## src/rtl/ddr_cmd_sequencer.sv

```systemverilog
// ddr_cmd_sequencer
// Command-side controller for the two-phase DFI command interface of the
// Spartan-6 DDR PHY. After reset it runs the DDR power-up and mode-register
// sequence. It then issues periodic auto-refresh and, between refreshes,
// forwards single host commands onto DFI phase 0. Phase 1 always carries NOP.
//
// Ports
//   sys_clk, sys_rst          : clock (rising edge) and async active-high reset
//   cmd_valid / cmd_ready     : host handshake; the accepted command appears
//                               on p0 one cycle after the cycle it was offered
//   cmd_ras_n/cas_n/we_n      : host command encoding (cs_n is implied low)
//   cmd_bank, cmd_address     : host bank / address
//   init_done                 : power-up sequence complete
//   refresh_active            : a refresh is pending or in progress
//   dfi_cke_p0/p1             : clock enable (both phases identical)
//   dfi_*_p0                  : phase-0 command, bank, address
//   dfi_*_p1                  : phase-1 command, bank, address (always NOP)
//
// T_RP, T_MRD and T_RFC are expected to be at least 2.
module ddr_cmd_sequencer #(
    parameter int                NUM_AD    = 13,
    parameter int                NUM_BA    = 2,
    parameter int                T_INIT    = 200,
    parameter int                T_RP      = 2,
    parameter int                T_MRD     = 2,
    parameter int                T_RFC     = 8,
    parameter int                T_REFI    = 780,
    parameter logic [NUM_AD-1:0] MR_VALUE  = NUM_AD'(13'h0022),
    parameter logic [NUM_AD-1:0] EMR_VALUE = NUM_AD'(13'h0000)
) (
    input  logic              sys_clk,
    input  logic              sys_rst,
    input  logic              cmd_valid,
    output logic              cmd_ready,
    input  logic              cmd_ras_n,
    input  logic              cmd_cas_n,
    input  logic              cmd_we_n,
    input  logic [NUM_BA-1:0] cmd_bank,
    input  logic [NUM_AD-1:0] cmd_address,
    output logic              init_done,
    output logic              refresh_active,
    output logic              dfi_cke_p0,
    output logic              dfi_cke_p1,
    output logic              dfi_cs_n_p0,
    output logic              dfi_ras_n_p0,
    output logic              dfi_cas_n_p0,
    output logic              dfi_we_n_p0,
    output logic [NUM_BA-1:0] dfi_bank_p0,
    output logic [NUM_AD-1:0] dfi_address_p0,
    output logic              dfi_cs_n_p1,
    output logic              dfi_ras_n_p1,
    output logic              dfi_cas_n_p1,
    output logic              dfi_we_n_p1,
    output logic [NUM_BA-1:0] dfi_bank_p1,
    output logic [NUM_AD-1:0] dfi_address_p1
);

    localparam int CMAX_A = (T_INIT > T_RFC) ? T_INIT : T_RFC;
    localparam int CMAX_B = (T_RP > T_MRD) ? T_RP : T_MRD;
    localparam int CMAX   = (CMAX_A > CMAX_B) ? CMAX_A : CMAX_B;
    localparam int CW     = $clog2(CMAX + 1);
    localparam int TW     = $clog2(T_REFI + 1);

    // {cs_n, ras_n, cas_n, we_n}
    localparam logic [3:0] CMD_NOP = 4'b0111;
    localparam logic [3:0] CMD_PRE = 4'b0010;
    localparam logic [3:0] CMD_REF = 4'b0001;
    localparam logic [3:0] CMD_LMR = 4'b0000;
    localparam logic [3:0] CMD_DES = 4'b1111;

    localparam logic [NUM_AD-1:0] A10_MASK = NUM_AD'(11'h400);
    localparam logic [NUM_AD-1:0] A8_MASK  = NUM_AD'(11'h100);

    typedef enum logic [3:0] {
        S_INIT_WAIT,
        S_INIT_PRE0,
        S_INIT_EMR,
        S_INIT_MR_DLL,
        S_INIT_PRE1,
        S_INIT_REF0,
        S_INIT_REF1,
        S_INIT_MR,
        S_INIT_FIN,
        S_IDLE,
        S_WAIT,
        S_REF_PRE,
        S_REF_REF,
        S_REF_FIN
    } state_t;

    state_t              state_q;
    state_t              ret_q;
    logic [CW-1:0]       cnt_q;
    logic [TW-1:0]       timer_q;
    logic                ref_pending_q;
    logic                init_done_q;
    logic                cmd_ready_q;
    logic                cke_q;
    logic [3:0]          p0_cmd_q;
    logic [NUM_BA-1:0]   p0_bank_q;
    logic [NUM_AD-1:0]   p0_addr_q;
    logic                p1_cs_n_q;

    logic                expire_s;
    logic                host_xfer_s;
    logic                issue_s;
    logic [3:0]          iss_cmd_s;
    logic [NUM_BA-1:0]   iss_bank_s;
    logic [NUM_AD-1:0]   iss_addr_s;
    logic [CW-1:0]       iss_wait_s;
    state_t              iss_after_s;

    assign expire_s    = init_done_q && (timer_q == TW'(T_REFI - 1));
    assign host_xfer_s = cmd_valid && cmd_ready_q;

    // Refresh interval timer and the pending flag it raises; an expiry while
    // a refresh is already pending simply leaves the flag set.
    always_ff @(posedge sys_clk or posedge sys_rst) begin
        if (sys_rst) begin
            timer_q       <= {TW{1'b0}};
            ref_pending_q <= 1'b0;
        end else begin
            if (!init_done_q || expire_s) begin
                timer_q <= {TW{1'b0}};
            end else begin
                timer_q <= timer_q + TW'(1);
            end
            if (expire_s) begin
                ref_pending_q <= 1'b1;
            end else if (state_q == S_REF_FIN) begin
                ref_pending_q <= 1'b0;
            end else begin
                ref_pending_q <= ref_pending_q;
            end
        end
    end

    // Command table for states that put a sequencer command on p0: what to
    // issue, how long the following gap is (loaded as gap-2 into the WAIT
    // counter) and where to resume afterwards.
    always_comb begin
        issue_s     = 1'b1;
        iss_cmd_s   = CMD_NOP;
        iss_bank_s  = {NUM_BA{1'b0}};
        iss_addr_s  = {NUM_AD{1'b0}};
        iss_wait_s  = CW'(T_RP - 2);
        iss_after_s = S_IDLE;
        case (state_q)
            S_INIT_PRE0: begin
                iss_cmd_s = CMD_PRE; iss_addr_s = A10_MASK;
                iss_wait_s = CW'(T_RP - 2); iss_after_s = S_INIT_EMR;
            end
            S_INIT_EMR: begin
                iss_cmd_s = CMD_LMR; iss_bank_s = NUM_BA'(1'b1); iss_addr_s = EMR_VALUE;
                iss_wait_s = CW'(T_MRD - 2); iss_after_s = S_INIT_MR_DLL;
            end
            S_INIT_MR_DLL: begin
                iss_cmd_s = CMD_LMR; iss_addr_s = MR_VALUE | A8_MASK;
                iss_wait_s = CW'(T_MRD - 2); iss_after_s = S_INIT_PRE1;
            end
            S_INIT_PRE1: begin
                iss_cmd_s = CMD_PRE; iss_addr_s = A10_MASK;
                iss_wait_s = CW'(T_RP - 2); iss_after_s = S_INIT_REF0;
            end
            S_INIT_REF0: begin
                iss_cmd_s = CMD_REF;
                iss_wait_s = CW'(T_RFC - 2); iss_after_s = S_INIT_REF1;
            end
            S_INIT_REF1: begin
                iss_cmd_s = CMD_REF;
                iss_wait_s = CW'(T_RFC - 2); iss_after_s = S_INIT_MR;
            end
            S_INIT_MR: begin
                iss_cmd_s = CMD_LMR; iss_addr_s = MR_VALUE & ~A8_MASK;
                iss_wait_s = CW'(T_MRD - 2); iss_after_s = S_INIT_FIN;
            end
            S_REF_PRE: begin
                iss_cmd_s = CMD_PRE; iss_addr_s = A10_MASK;
                iss_wait_s = CW'(T_RP - 2); iss_after_s = S_REF_REF;
            end
            S_REF_REF: begin
                iss_cmd_s = CMD_REF;
                iss_wait_s = CW'(T_RFC - 2); iss_after_s = S_REF_FIN;
            end
            default: begin
                issue_s = 1'b0;
            end
        endcase
    end

    // Main sequencer FSM with registered DFI outputs and handshake.
    always_ff @(posedge sys_clk or posedge sys_rst) begin
        if (sys_rst) begin
            state_q     <= S_INIT_WAIT;
            ret_q       <= S_INIT_WAIT;
            cnt_q       <= {CW{1'b0}};
            init_done_q <= 1'b0;
            cmd_ready_q <= 1'b0;
            cke_q       <= 1'b0;
            p0_cmd_q    <= CMD_DES;
            p0_bank_q   <= {NUM_BA{1'b0}};
            p0_addr_q   <= {NUM_AD{1'b0}};
            p1_cs_n_q   <= 1'b1;
        end else begin
            p0_cmd_q    <= CMD_NOP;
            p0_bank_q   <= {NUM_BA{1'b0}};
            p0_addr_q   <= {NUM_AD{1'b0}};
            p1_cs_n_q   <= 1'b0;
            cmd_ready_q <= 1'b0;
            if (issue_s) begin
                p0_cmd_q  <= iss_cmd_s;
                p0_bank_q <= iss_bank_s;
                p0_addr_q <= iss_addr_s;
                state_q   <= S_WAIT;
                cnt_q     <= iss_wait_s;
                ret_q     <= iss_after_s;
            end else begin
                case (state_q)
                    S_INIT_WAIT: begin
                        if (cnt_q == CW'(T_INIT - 1)) begin
                            cke_q   <= 1'b1;
                            cnt_q   <= {CW{1'b0}};
                            state_q <= S_INIT_PRE0;
                        end else begin
                            cnt_q <= cnt_q + CW'(1);
                        end
                    end
                    S_WAIT: begin
                        if (cnt_q == {CW{1'b0}}) begin
                            state_q <= ret_q;
                        end else begin
                            cnt_q <= cnt_q - CW'(1);
                        end
                    end
                    S_INIT_FIN: begin
                        init_done_q <= 1'b1;
                        cmd_ready_q <= 1'b1;
                        state_q     <= S_IDLE;
                    end
                    S_IDLE: begin
                        // A host command accepted on the expiry edge still goes
                        // out; the pre-refresh guard counts from this edge.
                        if (host_xfer_s) begin
                            p0_cmd_q  <= {1'b0, cmd_ras_n, cmd_cas_n, cmd_we_n};
                            p0_bank_q <= cmd_bank;
                            p0_addr_q <= cmd_address;
                        end
                        if (expire_s || ref_pending_q) begin
                            state_q <= S_WAIT;
                            cnt_q   <= CW'(T_RP - 2);
                            ret_q   <= S_REF_PRE;
                        end else begin
                            cmd_ready_q <= 1'b1;
                        end
                    end
                    S_REF_FIN: begin
                        // A fresh expiry on the completion edge starts the next
                        // refresh guard straight away.
                        if (expire_s) begin
                            state_q <= S_WAIT;
                            cnt_q   <= CW'(T_RP - 2);
                            ret_q   <= S_REF_PRE;
                        end else begin
                            state_q     <= S_IDLE;
                            cmd_ready_q <= 1'b1;
                        end
                    end
                    default: begin
                        state_q <= S_INIT_WAIT;
                    end
                endcase
            end
        end
    end

    assign cmd_ready      = cmd_ready_q;
    assign init_done      = init_done_q;
    assign refresh_active = ref_pending_q;
    assign dfi_cke_p0     = cke_q;
    assign dfi_cke_p1     = cke_q;
    assign dfi_cs_n_p0    = p0_cmd_q[3];
    assign dfi_ras_n_p0   = p0_cmd_q[2];
    assign dfi_cas_n_p0   = p0_cmd_q[1];
    assign dfi_we_n_p0    = p0_cmd_q[0];
    assign dfi_bank_p0    = p0_bank_q;
    assign dfi_address_p0 = p0_addr_q;
    assign dfi_cs_n_p1    = p1_cs_n_q;
    assign dfi_ras_n_p1   = 1'b1;
    assign dfi_cas_n_p1   = 1'b1;
    assign dfi_we_n_p1    = 1'b1;
    assign dfi_bank_p1    = {NUM_BA{1'b0}};
    assign dfi_address_p1 = {NUM_AD{1'b0}};

endmodule

```

## config.mk

```make
export PLATFORM = sky130hd
export DESIGN_NAME = ddr_cmd_sequencer
export DESIGN_NICKNAME = d
export VERILOG_FILES = /design/src/rtl/ddr_cmd_sequencer.sv
export SDC_FILE = /design/constraint.sdc
export NUM_CORES = 1
export LEC_CHECK = 0
export ABC_AREA = 0
export CAP_MARGIN = 20
export CORE_AREA = 3 3 79 81
export CTS_CLUSTER_SIZE = 30
export DETAILED_ROUTE_END_ITERATION = 6
export DIE_AREA = 0 0 82 84
export PLACE_DENSITY = 0.83
export SYNTH_ARGS = -nofsm -noshare
export SYNTH_HDL_FRONTEND = slang
export SYNTH_SLANG_ARGS = --single-unit
```

## constraint.sdc

```tcl
create_clock -name sys_clk -period 5.3 [get_ports sys_clk]
set_input_delay 0.795 -clock sys_clk [delete_from_list [all_inputs] [get_ports sys_clk]]
set_output_delay 0.795 -clock sys_clk [all_outputs]
set_load 0.03 [all_outputs]
```

==> metrics.txt <==
min Tclk post-route=2690 ps; clock latency on the worst-skew pair=300 ps; Worst Setup Start Kind=flop; final setup fails=0; Post-synth EDFFs=0; post_cts resized=0; ys async rst share=100%; WL met1=2.62 mm; Fin. Hold Viols=0; WL met2=3.21 mm; Max-Cap Viols=0; hold buffer count at cts=0; hold_sp=timer_q[0]; Synth cell types=60; Post-synth top cells=45 x dfrtp_1, 28 x nand2_1, 25 x nor2_1; IO Port Bufs=45; CP required=5500 ps; max incr delay on CP=880 ps; P_leak=1.40 nW; Crit. End Element=flop; buffers inserted by post-CTS timing repair=0; top cells by area, synth=dfrtp_1 39%, buf_4 5.5%, o21ai_0 3.9%; Worst Setup SP=state_q[3]; Main synth FF type=dfrtp_1; initial antenna violation count=0; area grow syn2layout=17.4%; uppermost layer routed=met4; post-synthesis instance area=2850 µm²; final weighted congestion in routability-driven placement=0.869; first-pass GRT wire length=10.5 mm; Fmax achieved=372 MHz; vias in the first global route=2171; cell with the most instances after synthesis=dfrtp_1; Mean Syn Cell Area=9.32 µm²; Via density=5.81; num rows=27; worst hold path class=reg2reg; Nets=366; final wirelength=6.48 mm; largest net degree at the start of global routing=50; Critical Path Fanout Max=28; number of top-level design ports=64; Multi-input gate area=1380 µm²; clk buf depth=2; Chip Width=82 µm; Ant. Diodes=0; Yosys top cell area share=39.5%; initial core utilization=51.5%; met3 wire length=538 µm; DR vias=2404; Inst Count DP=404; FF+latch area=1230 µm²; CTS clk-pin slew, worst paths=90 ps; Die Y=84 µm; synthesized flop and latch total=49; Yosys top cell by area=dfrtp_1; PD cells=209 nW/µm²; share of layout cells above drive strength 1=7.89%; Detail Route Antenna Nets=0; number of detailed-route iterations in the first pass=5; CTS H-Tree Depth=2; root buf cell=clkbuf_8; fin. max-slew vios=0; total CTS buffers=5; headroom to the max-slew limit=40.3%; Max IR drop VDD=0.000130 V; Post-Synthesis Cells=306; Slowest cell on crit path=dfrtp_1; wire per inst=15.6 µm; Final Non-Filler Cells=414; CTS tree=yes; Die Footprint=6890 µm²; number of filler cells placed in the layout=459; Post-DP HPWL=4.51 mm; setup TNS=0 ps; total grt overflow=0; RSZ-0062 raised after global routing=false; CP Cell Sequence=nor4bb_1 -> buf_2 -> a31oi_1 -> a221oi_4 -> o31ai_1 -> a32o_1; Layout Skew=6.86 ps; critical path data arrival time=2890 ps; Seq/Total Area, Yosys=43.2%; clk sinks=49; Core ar.=5540 µm²; Yosys warning count=0; DRC Markers=0; All-Layer GR Usage=19.5%; Iteration-0 DRC Markers=196; Setup CP Type=reg2reg; FF-to-FF Start=state_q[3]; Worst-Margin Slew=889 ps; outcome=completed; crit share post-route=50.8%
==> sequential cells by signal (all words and copies together), names as in the netlist <==
register and cells:
dfi_cke_p0 1, p0_cmd_q 4, ret_q 4, state_q 4, init_done 1, dfi_address_p0 13
timer_q 10, refresh_active 1, cmd_ready 1, dfi_bank_p0 2, cnt_q 8
==> kinds of logic after synthesis <==
group | Yosys count | share of synthesized area [%]
flops | 49 | 43.2
other cells | 2 | 0.263
buf+inv | 49 | 10.6
simple gates | 113 | 20.9
fa+ha+maj | 5 | 2.11
compound gates | 75 | 18.8
mux | 2 | 0.789
xor+xnor | 11 | 3.38
==> worst max-delay path, delay by kind of cell, from the launching register on <==
family                 cells  cell delay (ps)
flip-flops                 1              880
AND/OR/NAND/NOR            1              430
AO/OA/AOI/OAI              4             1010
buffers and inverters      1              260
==> worst paths after layout <==
| kind | end | slack, ps | cells after the start |
|---|---|---|---|
| min in group asynchronous | dfi_address_p0[0] | 690 | 2 |
| worst min-delay path | timer_q[0] | 490 | 1 |
| max in group asynchronous | p0_cmd_q[2] | 4110 | 3 |
| worst max-delay path | cnt_q[5] | 2610 | 6 |
| worst min register to register | timer_q[0] | 490 | 1 |
| worst max register to register | cnt_q[5] | 2610 | 6 |
==> metal layers <==
metal | GRT usage [%] | vias to the layer above
li1 | - | 1124
met1 | 26.0 | 1135
met2 | 31.6 | 132
met3 | 3.67 | 13
met4 | 5.89 | 0
met5 | 0 | -
==> metrics by stage <==
step	worst slack [ps]	utilization, %	hold slack (ps)	total power, W	instance area, µm²
detailed placement	2120	57.8	480	0.000424	3200
CTS	2100	60.0	493	0.000701	3320
global placement	2210	57.8	466	0.000424	3200
finish	2610	60.5	491	0.000699	3350
global route	2420	60.5	521	0.000720	3350
floorplan	3120	-	448	0.000417	2920
==> power by group <==
part	internal (W)	switching, W	total, W
Clock	0.000153	0.000127	0.000280
Combinational	0.0000157	0.0000282	0.0000439
Sequential	0.000374	0.000000197	0.000375
==> layout make-up <==
| class | instances | share of cell area (%) |
|---|---|---|
| Clock buffer | 6 | 2.47 |
| Clock inverter | 2 | 1.12 |
| Inverter | 13 | 1.46 |
| Multi-Input combinational cell | 225 | 41.3 |
| Sequential cell | 49 | 36.8 |
| Tap cell | 72 | 2.69 |
| Timing Repair Buffer | 47 | 14.2 |
==> layout by cell type (no fill, tap or decap), types with 2 or more instances in the layout <==
master           netlist  final
and2_1                12     12
clkbuf_8               0      6
nand3_1                6      6
mux2_2                 2      2
nand4_1                3      3
a22o_1                 2      2
o21ai_0               22     22
o22ai_1                2      2
nor3_1                 9      9
xnor2_1                8      8
a221o_1                3      3
dfstp_2                4      4
nand2_1               28     28
o31ai_1                3      3
nor2_1                25     25
or4_1                  2      2
a221oi_1               4      4
nand2b_1               5      5
clkdlybuf4s50_1        0     45
nand4b_1               3      3
a31oi_1                4      4
o21bai_1               2      2
conb_1                 2     19
xor2_1                 3      3
o21a_1                 2      2
a21o_1                 2      2
a21oi_1                8      8
and3_1                 6      6
or2_2                  2      2
ha_1                   4      4
dfrtp_1               45     45
a32o_1                 3      3
inv_1                 13     12
nor4_1                 3      3
a211oi_1               5      5
No activity file was read; power rests on OpenSTA's default activity.
